### config.mk
export PLATFORM = sky130hd
export DESIGN_NAME = imem_fetch_ctrl
export DESIGN_NICKNAME = d
export VERILOG_FILES = /design/src/rtl/imem_fetch_ctrl_pkg.sv /design/src/rtl/imem_fetch_ctrl_queue.sv /design/src/rtl/imem_fetch_ctrl.sv
export SDC_FILE = /design/constraint.sdc
export NUM_CORES = 1
export LEC_CHECK = 0
export ABC_AREA = 1
export BUFFER_PORTS_ARGS = -buffer_cell sky130_fd_sc_hd__buf_2
export CORE_MARGIN = 2
export CORE_UTILIZATION = 25
export CTS_CLUSTER_DIAMETER = 120
export CTS_CLUSTER_SIZE = 20
export DETAILED_ROUTE_END_ITERATION = 10
export PLACE_DENSITY = 0.41
export SLEW_MARGIN = 20
export SYNTH_ARGS = -nofsm -noshare
export SYNTH_HDL_FRONTEND = slang
export SYNTH_SLANG_ARGS = --single-unit
### constraint.sdc
create_clock -name clk -period 12.1 [get_ports clk]
set_input_delay 1.21 -clock clk [delete_from_list [all_inputs] [get_ports clk]]
set_output_delay 1.21 -clock clk [all_outputs]
set_load 0.005 [all_outputs]
### src/rtl/imem_fetch_ctrl_pkg.sv
// Shared types and defaults for the instruction fetch controller.
// Holds the FSM state encoding, the fetch queue entry layout and reset/step constants.
// Fixed-width types here match the default XLEN=64 / ILEN=32 build.
package imem_fetch_ctrl_pkg;

  localparam int unsigned XLEN_DEF     = 64;
  localparam int unsigned ILEN_DEF     = 32;
  localparam int unsigned FQ_DEPTH_DEF = 4;

  localparam logic [XLEN_DEF-1:0] RESET_PC_DEF = '0;
  localparam logic [XLEN_DEF-1:0] PC_STEP_DEF  = 64'd4;

  typedef enum logic [1:0] {
    BOOT = 2'd0,
    RUN  = 2'd1,
    HALT = 2'd2
  } fetch_state_e;

  typedef struct packed {
    logic [XLEN_DEF-1:0] pc;
    logic [ILEN_DEF-1:0] instr;
  } fq_entry_t;

endpackage

### src/rtl/imem_fetch_ctrl_queue.sv
// Circular fetch queue: DEPTH entries of entry_t, push/pop/flush, occupancy count.
// Latency: a pushed entry is visible at the head the cycle after the push edge.
// Backpressure: caller must not push when full without popping; flush beats push/pop.
module imem_fetch_ctrl_queue
  import imem_fetch_ctrl_pkg::*;
#(
  parameter int unsigned DEPTH   = FQ_DEPTH_DEF,
  parameter type         entry_t = fq_entry_t
) (
  input  logic                       clk,
  input  logic                       reset,
  input  logic                       push_i,
  input  entry_t                     push_dat_i,
  input  logic                       pop_i,
  input  logic                       flush_i,
  output entry_t                     head_o,
  output logic [$clog2(DEPTH):0]     count_o
);

  localparam int unsigned AW = $clog2(DEPTH);
  localparam int unsigned CW = AW + 1;

  entry_t          mem_q [DEPTH];
  logic [AW-1:0]   wr_ptr_q, wr_ptr_d;
  logic [AW-1:0]   rd_ptr_q, rd_ptr_d;
  logic [CW-1:0]   count_q, count_d;

  // Pointer and occupancy next-state; DEPTH is a power of two so pointers wrap naturally.
  always_comb begin
    wr_ptr_d = wr_ptr_q;
    rd_ptr_d = rd_ptr_q;
    count_d  = count_q;
    if (flush_i) begin
      wr_ptr_d = '0;
      rd_ptr_d = '0;
      count_d  = '0;
    end else begin
      if (push_i) wr_ptr_d = wr_ptr_q + 1'b1;
      if (pop_i)  rd_ptr_d = rd_ptr_q + 1'b1;
      case ({push_i, pop_i})
        2'b10:   count_d = count_q + 1'b1;
        2'b01:   count_d = count_q - 1'b1;
        default: count_d = count_q;
      endcase
    end
  end

  // Pointer/count registers; storage is cleared on reset so the head reads zero.
  always_ff @(posedge clk) begin
    if (reset) begin
      wr_ptr_q <= '0;
      rd_ptr_q <= '0;
      count_q  <= '0;
      for (int i = 0; i < int'(DEPTH); i++) mem_q[i] <= '0;
    end else begin
      wr_ptr_q <= wr_ptr_d;
      rd_ptr_q <= rd_ptr_d;
      count_q  <= count_d;
      if (push_i && !flush_i) mem_q[wr_ptr_q] <= push_dat_i;
    end
  end

  assign head_o  = mem_q[rd_ptr_q];
  assign count_o = count_q;

endmodule

### src/rtl/imem_fetch_ctrl.sv
// Instruction fetch controller: owns the PC, drives IMEM one fetch/cycle into a queue for decode.
// Latency: fetch-to-decode 1 cycle; decode outputs come only from queue registers.
// Backpressure: fetch stalls when the queue is full and decode does not pop. FETCH_PERF_EN adds perf counters.
module imem_fetch_ctrl
  import imem_fetch_ctrl_pkg::*;
#(
  parameter int unsigned     XLEN     = XLEN_DEF,
  parameter int unsigned     ILEN     = ILEN_DEF,
  parameter logic [XLEN-1:0] RESET_PC = RESET_PC_DEF[XLEN-1:0],
  parameter logic [XLEN-1:0] PC_STEP  = PC_STEP_DEF[XLEN-1:0],
  parameter int unsigned     FQ_DEPTH = FQ_DEPTH_DEF
) (
  input  logic             clk,
  input  logic             reset,
  output logic             imem_en,
  output logic [XLEN-1:0]  imem_addr,
  input  logic [ILEN-1:0]  imem_data,
  input  logic             redirect_valid,
  input  logic [XLEN-1:0]  redirect_pc,
  input  logic             halt,
  output logic             dec_valid,
  input  logic             dec_ready,
  output logic [XLEN-1:0]  dec_pc,
  output logic [ILEN-1:0]  dec_instr
`ifdef FETCH_PERF_EN
  ,
  output logic [31:0]      perf_fetch_cnt,
  output logic [31:0]      perf_redirect_cnt,
  output logic [31:0]      perf_full_cnt
`endif
);

  localparam int unsigned CW = $clog2(FQ_DEPTH) + 1;

  typedef struct packed {
    logic [XLEN-1:0] pc;
    logic [ILEN-1:0] instr;
  } entry_t;

  fetch_state_e    state_q, state_d;
  logic [XLEN-1:0] pc_q, pc_d;
  logic [CW-1:0]   count;
  logic            pop;
  logic            push;
  logic            flush;
  logic            q_full;
  entry_t          head;
  entry_t          push_dat;

  assign q_full    = (count == CW'(FQ_DEPTH));
  assign dec_valid = (count != '0);
  assign pop       = dec_valid && dec_ready;
  // Redirects are dropped while booting so the reset PC is always fetched first.
  assign flush     = (state_q != BOOT) && redirect_valid;
  assign push      = (state_q == RUN) && !halt && !redirect_valid && (!q_full || pop);
  assign push_dat  = '{pc: pc_q, instr: imem_data};

  assign imem_en   = push;
  assign imem_addr = pc_q;
  assign dec_pc    = head.pc;
  assign dec_instr = head.instr;

  // FSM next state: one idle boot cycle, then RUN/HALT follow the halt input.
  always_comb begin
    state_d = state_q;
    case (state_q)
      BOOT:    state_d = RUN;
      RUN:     if (halt)  state_d = HALT;
      HALT:    if (!halt) state_d = RUN;
      default: state_d = BOOT;
    endcase
  end

  // PC next value: redirect target wins, otherwise step past each issued fetch.
  always_comb begin
    pc_d = pc_q;
    if (flush)     pc_d = redirect_pc;
    else if (push) pc_d = pc_q + PC_STEP;
  end

  // State and PC registers.
  always_ff @(posedge clk) begin
    if (reset) begin
      state_q <= BOOT;
      pc_q    <= RESET_PC;
    end else begin
      state_q <= state_d;
      pc_q    <= pc_d;
    end
  end

  imem_fetch_ctrl_queue #(
    .DEPTH   (FQ_DEPTH),
    .entry_t (entry_t)
  ) u_queue (
    .clk        (clk),
    .reset      (reset),
    .push_i     (push),
    .push_dat_i (push_dat),
    .pop_i      (pop),
    .flush_i    (flush),
    .head_o     (head),
    .count_o    (count)
  );

`ifdef FETCH_PERF_EN
  logic [31:0] perf_fetch_q, perf_redirect_q, perf_full_q;
  logic        full_stall;

  assign full_stall = (state_q == RUN) && q_full && !pop;

  // Saturating event counters: fetches issued, accepted redirects, full-queue stall cycles.
  always_ff @(posedge clk) begin
    if (reset) begin
      perf_fetch_q    <= '0;
      perf_redirect_q <= '0;
      perf_full_q     <= '0;
    end else begin
      if (push && (perf_fetch_q != '1))          perf_fetch_q    <= perf_fetch_q + 32'd1;
      if (flush && (perf_redirect_q != '1))      perf_redirect_q <= perf_redirect_q + 32'd1;
      if (full_stall && (perf_full_q != '1))     perf_full_q     <= perf_full_q + 32'd1;
    end
  end

  assign perf_fetch_cnt    = perf_fetch_q;
  assign perf_redirect_cnt = perf_redirect_q;
  assign perf_full_cnt     = perf_full_q;
`endif

endmodule

==> results of run 1 <==
-- worst paths after layout --
path | cells past startpoint | startpoint | slack, ps | to
setup / recovery | 9 | halt | 6640 | u_queue.mem_q[0][46]$_SDFFCE_PN0P_
hold / removal | 2 | u_queue.rd_ptr_q[1]$_SDFFE_PP0P_ | 470 | flop
setup reg to reg | 10 | state_q[1]$_SDFFE_PP0P_ | 6970 | u_queue.mem_q[0][46]$_SDFFCE_PN0P_
hold reg to reg | 2 | u_queue.rd_ptr_q[1]$_SDFFE_PP0P_ | 470 | flop
-- layer usage --
metal	wire (um)	vias up	share of wire, %	GRT usage [%]
met5	12	-	0.015	0
met2	37510	505	47	29.75
met1	37110	8570	46	25.93
met3	4572	45	5.7	2.606
li1	-	8077	-	-
met4	935	2	1.2	2.302
-- cells by family (layout without fill, tap and decap cells) --
| logic type | after synthesis | in the layout | synth area share, % |
|---|---|---|---|
| other | 0 | 1 | 0 |
| AO/OA/AOI/OAI | 434 | 434 | 11.05 |
| XOR/XNOR | 15 | 15 | 0.6243 |
| flip-flops | 459 | 459 | 61.93 |
| buffers and inverters | 293 | 480 | 5.636 |
| AND/OR/NAND/NOR | 1076 | 1076 | 20.61 |
| adder cells (fa/ha/maj) | 2 | 2 | 0.1546 |
-- area by class of cell --
class | count | area, um^2
clock inverter | 1 | 16.27
inverter | 155 | 593.1
tap | 1080 | 1351
fill | 9023 | 59510
clock buffer | 46 | 725.7
timing repair buffer | 278 | 1435
sequential | 459 | 13040
antenna | 1 | 2.502
multi-input combinational | 1527 | 6878
-- flip-flops by register name (all words and copies together) (netlist names), named ones only --
| signal | flops |
|---|---|
| state_q | 2 |
| u_queue.rd_ptr_q | 2 |
| imem_addr | 64 |
| u_queue.wr_ptr_q | 2 |
| u_queue.count_o | 3 |
| u_queue.mem_q | 384 |
-- power by group --
part	internal, mW	total, mW	leakage (nW)	switching, mW
Combinational	0.119	0.404	3.80	0.285
Clock	0.410	0.957	0.351	0.547
Sequential	1.77	1.82	4.59	0.0507
-- layout by cell type (no fill, tap or decap), types with 2 or more instances in the layout --
cell type / n
a21oi_1: 36
buf_2: 262
inv_2: 5
clkbuf_1: 20
o31ai_1: 4
nand2_2: 3
o21ai_1: 7
clkbuf_16: 26
nor2_1: 610
xor2_1: 15
nand2_1: 281
dfxtp_1: 73
a31oi_1: 4
nand2_4: 6
nor3_1: 98
o21ai_0: 279
nor2_4: 3
inv_1: 147
o211ai_1: 4
dfxtp_4: 2
nand4_1: 16
inv_6: 2
buf_4: 15
o22ai_1: 97
nor2_2: 5
edfxtp_1: 384
nand3_1: 48
-- per-stage QoR --
step	setup WS (ps)	total power, mW	cells	hold slack [ps]
6_report	6635	3.184	3547	467.0
5_1_grt	6305	3.311	3546	504.1
4_1_cts	6478	3.222	3546	474.9
3_5_place_dp	5835	2.278	3499	456.3
3_3_place_gp	5905	2.276	3499	440.3
2_1_floorplan	3007	2.053	2279	435.7
-- worst reg2reg max path: stages (launching register included) --
cell,delay (ps)
dfxtp_1,340
inv_1,50
nand2_1,70
nor3_4,180
nand2_2,200
nor2_4,870
inv_6,620
nor2_4,350
nand2_4,380
nand2_4,690
buf_4,880
==> reports/qor.yml, run 1 <==
status:
  status: "completed"
clocking:
  ctsHoldBuffers: 0
  cts_htree_levels: 1
  post_cts_buffers: 0
  max-clock-path-buffers: 3
  cts_tree: "built"
  cts_resized: 0
  clkSinkCount: 459
  clk_latency_ps: 600
  cts.clk_slew.worst_paths_ps: 90
  cts_made_buffers: 26
  cts_root_buf: "clkbuf_16"
flow_run:
  drv_cap: 0
logic_synthesis:
  syn_area_per_cell_um2: 9.234
  yosys_warnings: 0
  ys_seq_area_share_pct: 61.93
  ys_types: 36
  synth_edf_count: 384
  synth_top_area_cell: "edfxtp_1"
  netlist_area_um2: 21050
  synth_commonest_cells: "nor2_1, edfxtp_1, nand2_1"
  async_flop_share_pct: 0
  syn_nets: 2382
  synth_flop_cell: "edfxtp_1"
  syn_inst: 2279
  synth_top_area_share_pct: 54.79
  synth-seq-cells: 459
  synthTopCellsByArea: "edfxtp_1, nor2_1, dfxtp_1"
  yosysMostFrequentCell: "nor2_1"
power:
  power_density_nw_per_um2: 132.4
  ir_worst_vdd_uv: 101.4
  leakage_nw: 8.742
global_route:
  track_usage_pct: 18.13
  first_global_vias: 17010
  antenna_found_initial: 4
  grt_pass1_wl_um: 116800
  grt_max_degree: 120
  grt_overflow_total: 0
layout:
  syn2layout_area_growth_pct: 14.24
  nets: 2550
  design_area_um2: 24040
  drive_gt1_share_pct: 13.63
  final_util_pct: 28.77
placement:
  hpwlAfterDp_um: 51180
  dpl_cell_area_um2: 23290
  numPortBuffers: 262
  routabilityCongestion: 0.8166
drt:
  drt_pre_antenna_iters: 5
  vias: 17200
  detail-route-antenna-nets: 0
  avgRoutedWirePerCell_um: 22.59
  vias_per_cell: 4.849
  drt_iter0_drc: 1388
  wl_um: 80140
  drc: 0
floorplanning:
  num_rows: 106
  num_io_pins: 263
  die_w_um: 294.1
  start_util_pct: 25.19
  die_h_um: 294.1
  core_area_um2: 83560
  die-area_um2: 86520
critical_path:
  crit_fanout: 116
  crit_family: "simple AND/OR/NAND/NOR gates"
  cp_slowest_stage_delay_ps: 860
  slowest_stage: "nor2_4"
  path_cells: "buf_2, nor3_4, nand2_2, nor2_4, inv_6, nor2_4, nand2_4, nand2_4, buf_4"
  cp.required_ps: 12320
  start_kind: "primary input"
  endpoint_kind: "flop"
  cp.arrival_ps: 5690
  critical_path_buf_inv_count: 3
  criticalPathCategory: "primary input to flop"
min_path:
  hp-class: "flop to flop"
timing:
  fin_crit_sh_pct: 45.16
  slew_viol_final: 0
  fin_crit_ps: 5465
  grt_setup_unrepaired: "false"
  fin_worst_skew_ps: 11.67
  finalSetupViolCount: 0
  max_freq_mhz: 183.0
  worst_pin_slew_ps: 1136
  finalHoldViolCount: 0
  fin_tns_setup_ps: 0
  maxSlewHeadroom_pct: 24.25
Power figures use the tool's default switching activity.
==> run 2, diff against run 1 <==
- PLACE_DENSITY: 0.41 -> 0.42
- clock period: 12.1 -> 4.85 ns (I/O delays scaled with it)
==> run 2 against run 1 <==
Compared with the run above:
- worst hold slack worse by 360 ps
- clock power up 150%
- critical path depth did not move
- setup slack worse by 5100 ps
- die area did not move
- clock skew increased by 20 ps
- sequential share of layout area fell by 0.38 points
- sequential power up 150%
- via count is 1.5% higher
- critical path type is now flop to flop
==> reports/qor.yml, run 2 (same netlist as run 1, synthesis figures left out) <==
layout:
  largest_register_ffs: 384  # unchanged
  fill_cells: 9025  # was 9023
  syn2layout_area_growth_pct: 15.05  # was 14.24%
  final_common_cell: "nor2_1"  # unchanged
  final_cell_mix: "nor2_1, edfxtp_1, nand2_1"  # unchanged
  nets: 2562  # was 2550
  multi_input_area_um2: 6878  # unchanged
  top_register: "u_queue.mem_q"  # unchanged
  seq_area_um2: 13040  # unchanged
  drive_gt1_share_pct: 14.05  # was 13.63%
placement:
  routabilityCongestion: 0.8038  # was 0.8166
  dpl_worst_slack_ps: 1202  # was 5835 ps
  hpwlAfterDp_um: 52880  # was 51180 um
  numPortBuffers: 262  # unchanged
critical_path:
  crit_fanout: 74  # was 116
  endpoint_kind: "flop"  # unchanged
  slowest_stage: "nand2_4"  # was nor2_4
  criticalPathCategory: "flop to flop"  # was primary input to flop
  critical_path_buf_inv_count: 2  # was 3
  cp.arrival_ps: 3570  # was 5690 ps
  crit_family: "simple AND/OR/NAND/NOR gates"  # unchanged
  timing.rr.start: "state_q[0]$_SDFFE_PP0P_"  # was state_q[1]$_SDFFE_PP0P_
  path_cells: "nand2_1, nor3_4, nand2_2, nor2_4, inv_6, nor2_4, nand2_4, nand2_4, buf_4"  # was buf_2, nor3_4, nand2_2, nor2_4, inv_6, nor2_4, nand2_4, nand2_4, buf_4
  r2r_slack_ps: 1540  # was 6970 ps
  cp_slowest_stage_delay_ps: 630  # was 860 ps
  start_kind: "flop"  # was primary input
  cp.required_ps: 5110  # was 12320 ps
  rr_worst_depth: 9  # was 10
  rr_endpoint: "u_queue.mem_q[2][49]$_SDFFCE_PN0P_"  # was u_queue.mem_q[0][46]$_SDFFCE_PN0P_
min_path:
  min_from: "halt"  # was u_queue.rd_ptr_q[1]$_SDFFE_PP0P_
  holdPathEnd: "state_q[0]$_SDFFE_PP0P_"
  hold_depth: 2  # unchanged
  hp-class: "primary input to flop"  # was flop to flop
drt:
  wl_met3_um: 5503  # was 4572 um
  drt_iter0_drc: 1540  # was 1388
  drt_pre_antenna_iters: 6  # was 5
  drc: 0  # unchanged
  highest_layer: "met5"  # unchanged
  vias_per_cell: 4.902  # was 4.849
  detail-route-antenna-nets: 0  # unchanged
  wl_met1_um: 36260  # was 37110 um
  vias: 17450  # was 17.20k
  wl_um: 80560  # was 80140 um
  wl_met2_um: 37520  # was 37510 um
  avgRoutedWirePerCell_um: 22.63  # was 22.59 um
clocking:
  cts.clk_slew.worst_paths_ps: 100  # was 90 ps
  cts_made_buffers: 26  # unchanged
  cts_htree_levels: 1  # unchanged
  cts_resized: 0  # unchanged
  ctsHoldBuffers: 0  # unchanged
  clkSinkCount: 459  # unchanged
  cts_tree: "built"  # unchanged
  max-clock-path-buffers: 3  # unchanged
  cts_root_buf: "clkbuf_16"  # unchanged
  post_cts_buffers: 0  # unchanged
  clk_latency_ps: 610  # was 600 ps
timing:
  max_freq_mhz: 302.3
  setup_ws_ps: 1542  # was 6635 ps
  fin_hold_ws_ps: 106.9  # was 467.0 ps
  grt_setup_unrepaired: "false"  # unchanged
  fin_tns_setup_ps: 0  # unchanged
  finalHoldViolCount: 0  # unchanged
  maxSlewHeadroom_pct: 35.72  # was 24.25%
  fin_worst_skew_ps: 31.24  # was 11.67 ps
  fin_crit_ps: 3308
  fin_crit_sh_pct: 68.21
  worst_pin_slew_ps: 964.2  # was 1136 ps
  slew_viol_final: 0  # unchanged
  finalSetupViolCount: 0  # unchanged
flow_run:
  drv_cap: 0  # unchanged
power:
  p_seq_share_pct: 56.7  # was 57.3%
  ir_worst_vdd_uv: 262.1  # was 101.4 uV
  leakage_nw: 8.826  # was 8.742 nW
  p_int_mw: 5.751  # was 2.302 mW
  p_clk_share_pct: 30.0  # was 30.1%
  power_frac_comb_pct: 13.3  # was 12.7%
  power_density_nw_per_um2: 328.9  # was 132.4 nW/um^2
  switching_power_mw: 2.213  # was 0.8820 mW
  swShare_pct: 27.79  # was 27.71%
global_route:
  grt_overflow_total: 0  # unchanged
  grt_max_degree: 193  # was 120
  grt_pass1_wl_um: 116000  # was 116800 um
  antenna_found_initial: 2  # was 4
  track_usage_pct: 18.03  # was 18.13%
  first_global_vias: 16940  # was 17.01k
floorplanning:
  die-area_um2: 86520  # unchanged
  num_io_pins: 263  # unchanged
  die_h_um: 294.1  # unchanged
  start_util_pct: 25.19  # unchanged
  die_w_um: 294.1  # unchanged
  num_rows: 106  # unchanged
  core_area_um2: 83560  # unchanged
status:
  status: "completed"  # unchanged
## run 2: cell count changes in the layout (fill, tap and decap cells not counted)
cell      previous run  this run
buf_12               0         5
buf_16               0         1
buf_4               15        22
buf_6                1         0
clkbuf_1            20        19
diode_2              1         3
## run 2: cell type report
type	instances	area share, %
flip-flops and latches	459	53.86
multi-input cells	1527	28.41
repair buffers	290	6.625
well taps	1080	5.581
clock buffers	45	2.982
inverters	155	2.449
clock inverters	1	0.06718
diodes	3	0.03101
## run 2: power groups by stage
stage	clock network (mW)	logic, mW	registers, mW
final	2.39	1.06	4.52
after global routing	2.56	1.17	4.54
after CTS	2.45	1.09	4.52
after detailed placement	0	1.09	4.61
after global placement	0	1.08	4.61
after floorplan	0	0.534	4.58
## run 2: per-stage QoR
step | instance area, um^2 | std cells | total power, mW | util [%]
floorplan | 21050 | 2279 | 5.116 | -
global placement | 23440 | 3510 | 5.690 | 28.05
global route | 24200 | 3557 | 8.269 | 28.97
CTS | 24180 | 3556 | 8.062 | 28.94
finish | 24210 | 3560 | 7.964 | 28.98
detailed placement | 23440 | 3510 | 5.699 | 28.05
## run 2: worst max-delay path by stage
stage	startpoint	to	slack (ps)	cells past startpoint
floorplan	halt	u_queue.mem_q[0][0]$_SDFFCE_PN0P_	870	9
global placement	halt	u_queue.mem_q[2][31]$_SDFFCE_PN0P_	1270	9
detailed placement	halt	u_queue.mem_q[2][28]$_SDFFCE_PN0P_	1200	9
CTS	state_q[0]$_SDFFE_PP0P_	u_queue.mem_q[2][49]$_SDFFCE_PN0P_	1410	9
global route	state_q[1]$_SDFFE_PP0P_	u_queue.mem_q[2][49]$_SDFFCE_PN0P_	1310	10
finish	state_q[0]$_SDFFE_PP0P_	u_queue.mem_q[2][49]$_SDFFCE_PN0P_	1540	9
## run 2: routing by layer
metal,track usage [%],vias up
li1,-,8101
met1,25.60,8676
met2,29.38,608
met3,2.734,64
met4,2.999,2
met5,0,-
==> run 3, diff against run 2 <==
- PLACE_DENSITY: 0.42 -> 0.41
- clock period: 4.85 -> 3.5 ns (I/O delays scaled with it)
==> run 3 against run 2 <==
Compared with the run above:
- clock-buffer cell count grew 2
- critical path depth fell by 3
- utilization rose by 0.22 points
- global-route usage is 0.14 points higher
- clock power up 40%
- routed wire length is 0.25% higher
- setup slack got worse by 1100 ps
- via count decreased by 0.71%
- sequential power grew 39%
==> reports/qor.yml, run 3 (same netlist as run 1, synthesis figures left out) <==
clocking:
  cts_made_buffers: 26  # unchanged
  cts.clk_slew.worst_paths_ps: 90  # was 100 ps
  cts_htree_levels: 1  # unchanged
  clk_latency_ps: 600  # was 610 ps
  clkSinkCount: 459  # unchanged
  cts_tree: "built"  # unchanged
  cts_root_buf: "clkbuf_16"  # unchanged
  max-clock-path-buffers: 3  # unchanged
timing:
  fin_crit_ps: 3072
  slew_viol_final: 0  # unchanged
  worst_pin_slew_ps: 1114  # was 964.2 ps
  grt_setup_unrepaired: "false"  # unchanged
  finalHoldViolCount: 0  # unchanged
  finalSetupViolCount: 0  # unchanged
  maxSlewHeadroom_pct: 25.77  # was 35.72%
  fin_crit_sh_pct: 87.76
  max_freq_mhz: 325.5
  fin_tns_setup_ps: 0  # unchanged
  fin_worst_skew_ps: 18.16  # was 31.24 ps
drt:
  drt_pre_antenna_iters: 5  # was 6
  wl_um: 80760  # was 80560 um
  avgRoutedWirePerCell_um: 22.60  # was 22.63 um
  drt_iter0_drc: 1397  # was 1540
  drc: 0  # unchanged
  vias_per_cell: 4.849  # was 4.902
  vias: 17330  # was 17.45k
  detail-route-antenna-nets: 0  # unchanged
floorplanning:
  start_util_pct: 25.19  # unchanged
  core_area_um2: 83560  # unchanged
  num_io_pins: 263  # unchanged
  num_rows: 106  # unchanged
  die_w_um: 294.1  # unchanged
  die-area_um2: 86520  # unchanged
  die_h_um: 294.1  # unchanged
power:
  ir_worst_vdd_uv: 326.7  # was 262.1 uV
  power_density_nw_per_um2: 454.4  # was 328.9 nW/um^2
  leakage_nw: 8.929  # was 8.826 nW
  total_power_mw: 11.08  # was 7.964 mW
layout:
  fill_cells: 8925  # was 9025
  multi_input_area_um2: 6878  # unchanged
  drive_gt1_share_pct: 14.42  # was 14.05%
  seq_area_um2: 13040  # unchanged
  design_area_um2: 24400  # was 24210 um^2
  top_register: "u_queue.mem_q"  # unchanged
  syn2layout_area_growth_pct: 15.93  # was 15.05%
  final_util_pct: 29.20  # was 28.98%
  final_cell_mix: "nor2_1, edfxtp_1, nand2_1"  # unchanged
  nets: 2574  # was 2562
  largest_register_ffs: 384  # unchanged
  final_common_cell: "nor2_1"  # unchanged
min_path:
  hp-class: "primary input to flop"  # unchanged
critical_path:
  criticalPathCategory: "flop to output pin"  # was flop to flop
  cp.required_ps: 3150  # was 5110 ps
  crit_fanout: 68  # was 74
  endpoint_kind: "output pin"  # was flop
  start_kind: "flop"  # unchanged
  cp.arrival_ps: 2720  # was 3570 ps
placement:
  numPortBuffers: 262  # unchanged
  hpwlAfterDp_um: 52200  # was 52880 um
  routabilityCongestion: 0.8770  # was 0.8038
  dpl_cell_area_um2: 23630  # was 23440 um^2
flow_run:
  drv_cap: 0  # unchanged
global_route:
  first_global_vias: 17230  # was 16.94k
  antenna_found_initial: 7  # was 2
  grt_max_degree: 194  # was 193
  track_usage_pct: 18.17  # was 18.03%
  grt_overflow_total: 0  # unchanged
  grt_pass1_wl_um: 116600  # was 116000 um
status:
  status: "completed"  # unchanged
## run 3: worst max-delay path, cell delays in order (launching register included)
cell and delay (ps):
dfxtp_4 500, inv_6 500, buf_12 290, buf_4 250, o21ai_0 100, o22ai_1 240, buf_2 170
## run 3: final timing paths
check	startpoint	to	slack, ps	depth (start not counted)
worst max-delay path	flop	dec_instr[22]	430	6
worst max register to register	state_q[1]$_SDFFE_PP0P_	u_queue.mem_q[1][67]$_SDFFCE_PN0P_	1020	10
worst min-delay path	redirect_pc[4]	imem_addr[4]$_SDFFE_PP0P_	50	3
worst min register to register	u_queue.rd_ptr_q[1]$_SDFFE_PP0P_	flop	470	2
## run 3: per-layer routing
| metal | up-vias | wire [um] | global-route usage (%) |
|---|---|---|---|
| li1 | 8114 | - | - |
| met1 | 8606 | 35720 | 24.79 |
| met2 | 539 | 37670 | 29.98 |
| met3 | 68 | 5637 | 3.293 |
| met4 | 0 | 1733 | 3.907 |
| met5 | - | 0 | 0 |
## run 3: cell type report
cell class / count / share of cell area [%]
Sequential cell: 459 / 53.45
Timing Repair Buffer: 302 / 7.282
Multi-Input combinational cell: 1527 / 28.19
Antenna cell: 3 / 0.03077
Clock buffer: 47 / 3.077
Tap cell: 1080 / 5.539
Inverter: 155 / 2.431
## run 3: power by group
group	leakage (nW)	switching, mW	internal, mW
clock network	0.356	1.88	1.46
logic	3.98	1.02	0.454
registers	4.59	0.155	6.12
total	8.93	3.05	8.03
## run 3: repair_timing
action,4_1_cts,5_1_grt
hold buffers,1,0
gates resized for setup,0,0
endpoints found under the setup margin,0,0
setup buffers,0,0
hold endpoints to repair,2,0
## run 3: through the flow
stage                     cells  setup slack (ps)  hold WS (ps)
after floorplan            2279             583.4         435.7
after global placement     3522             824.9         439.1
after detailed placement   3522             861.6         464.0
after CTS                  3570             338.8         9.995
after global routing       3570             189.6         26.10
final                      3573             428.2         53.52
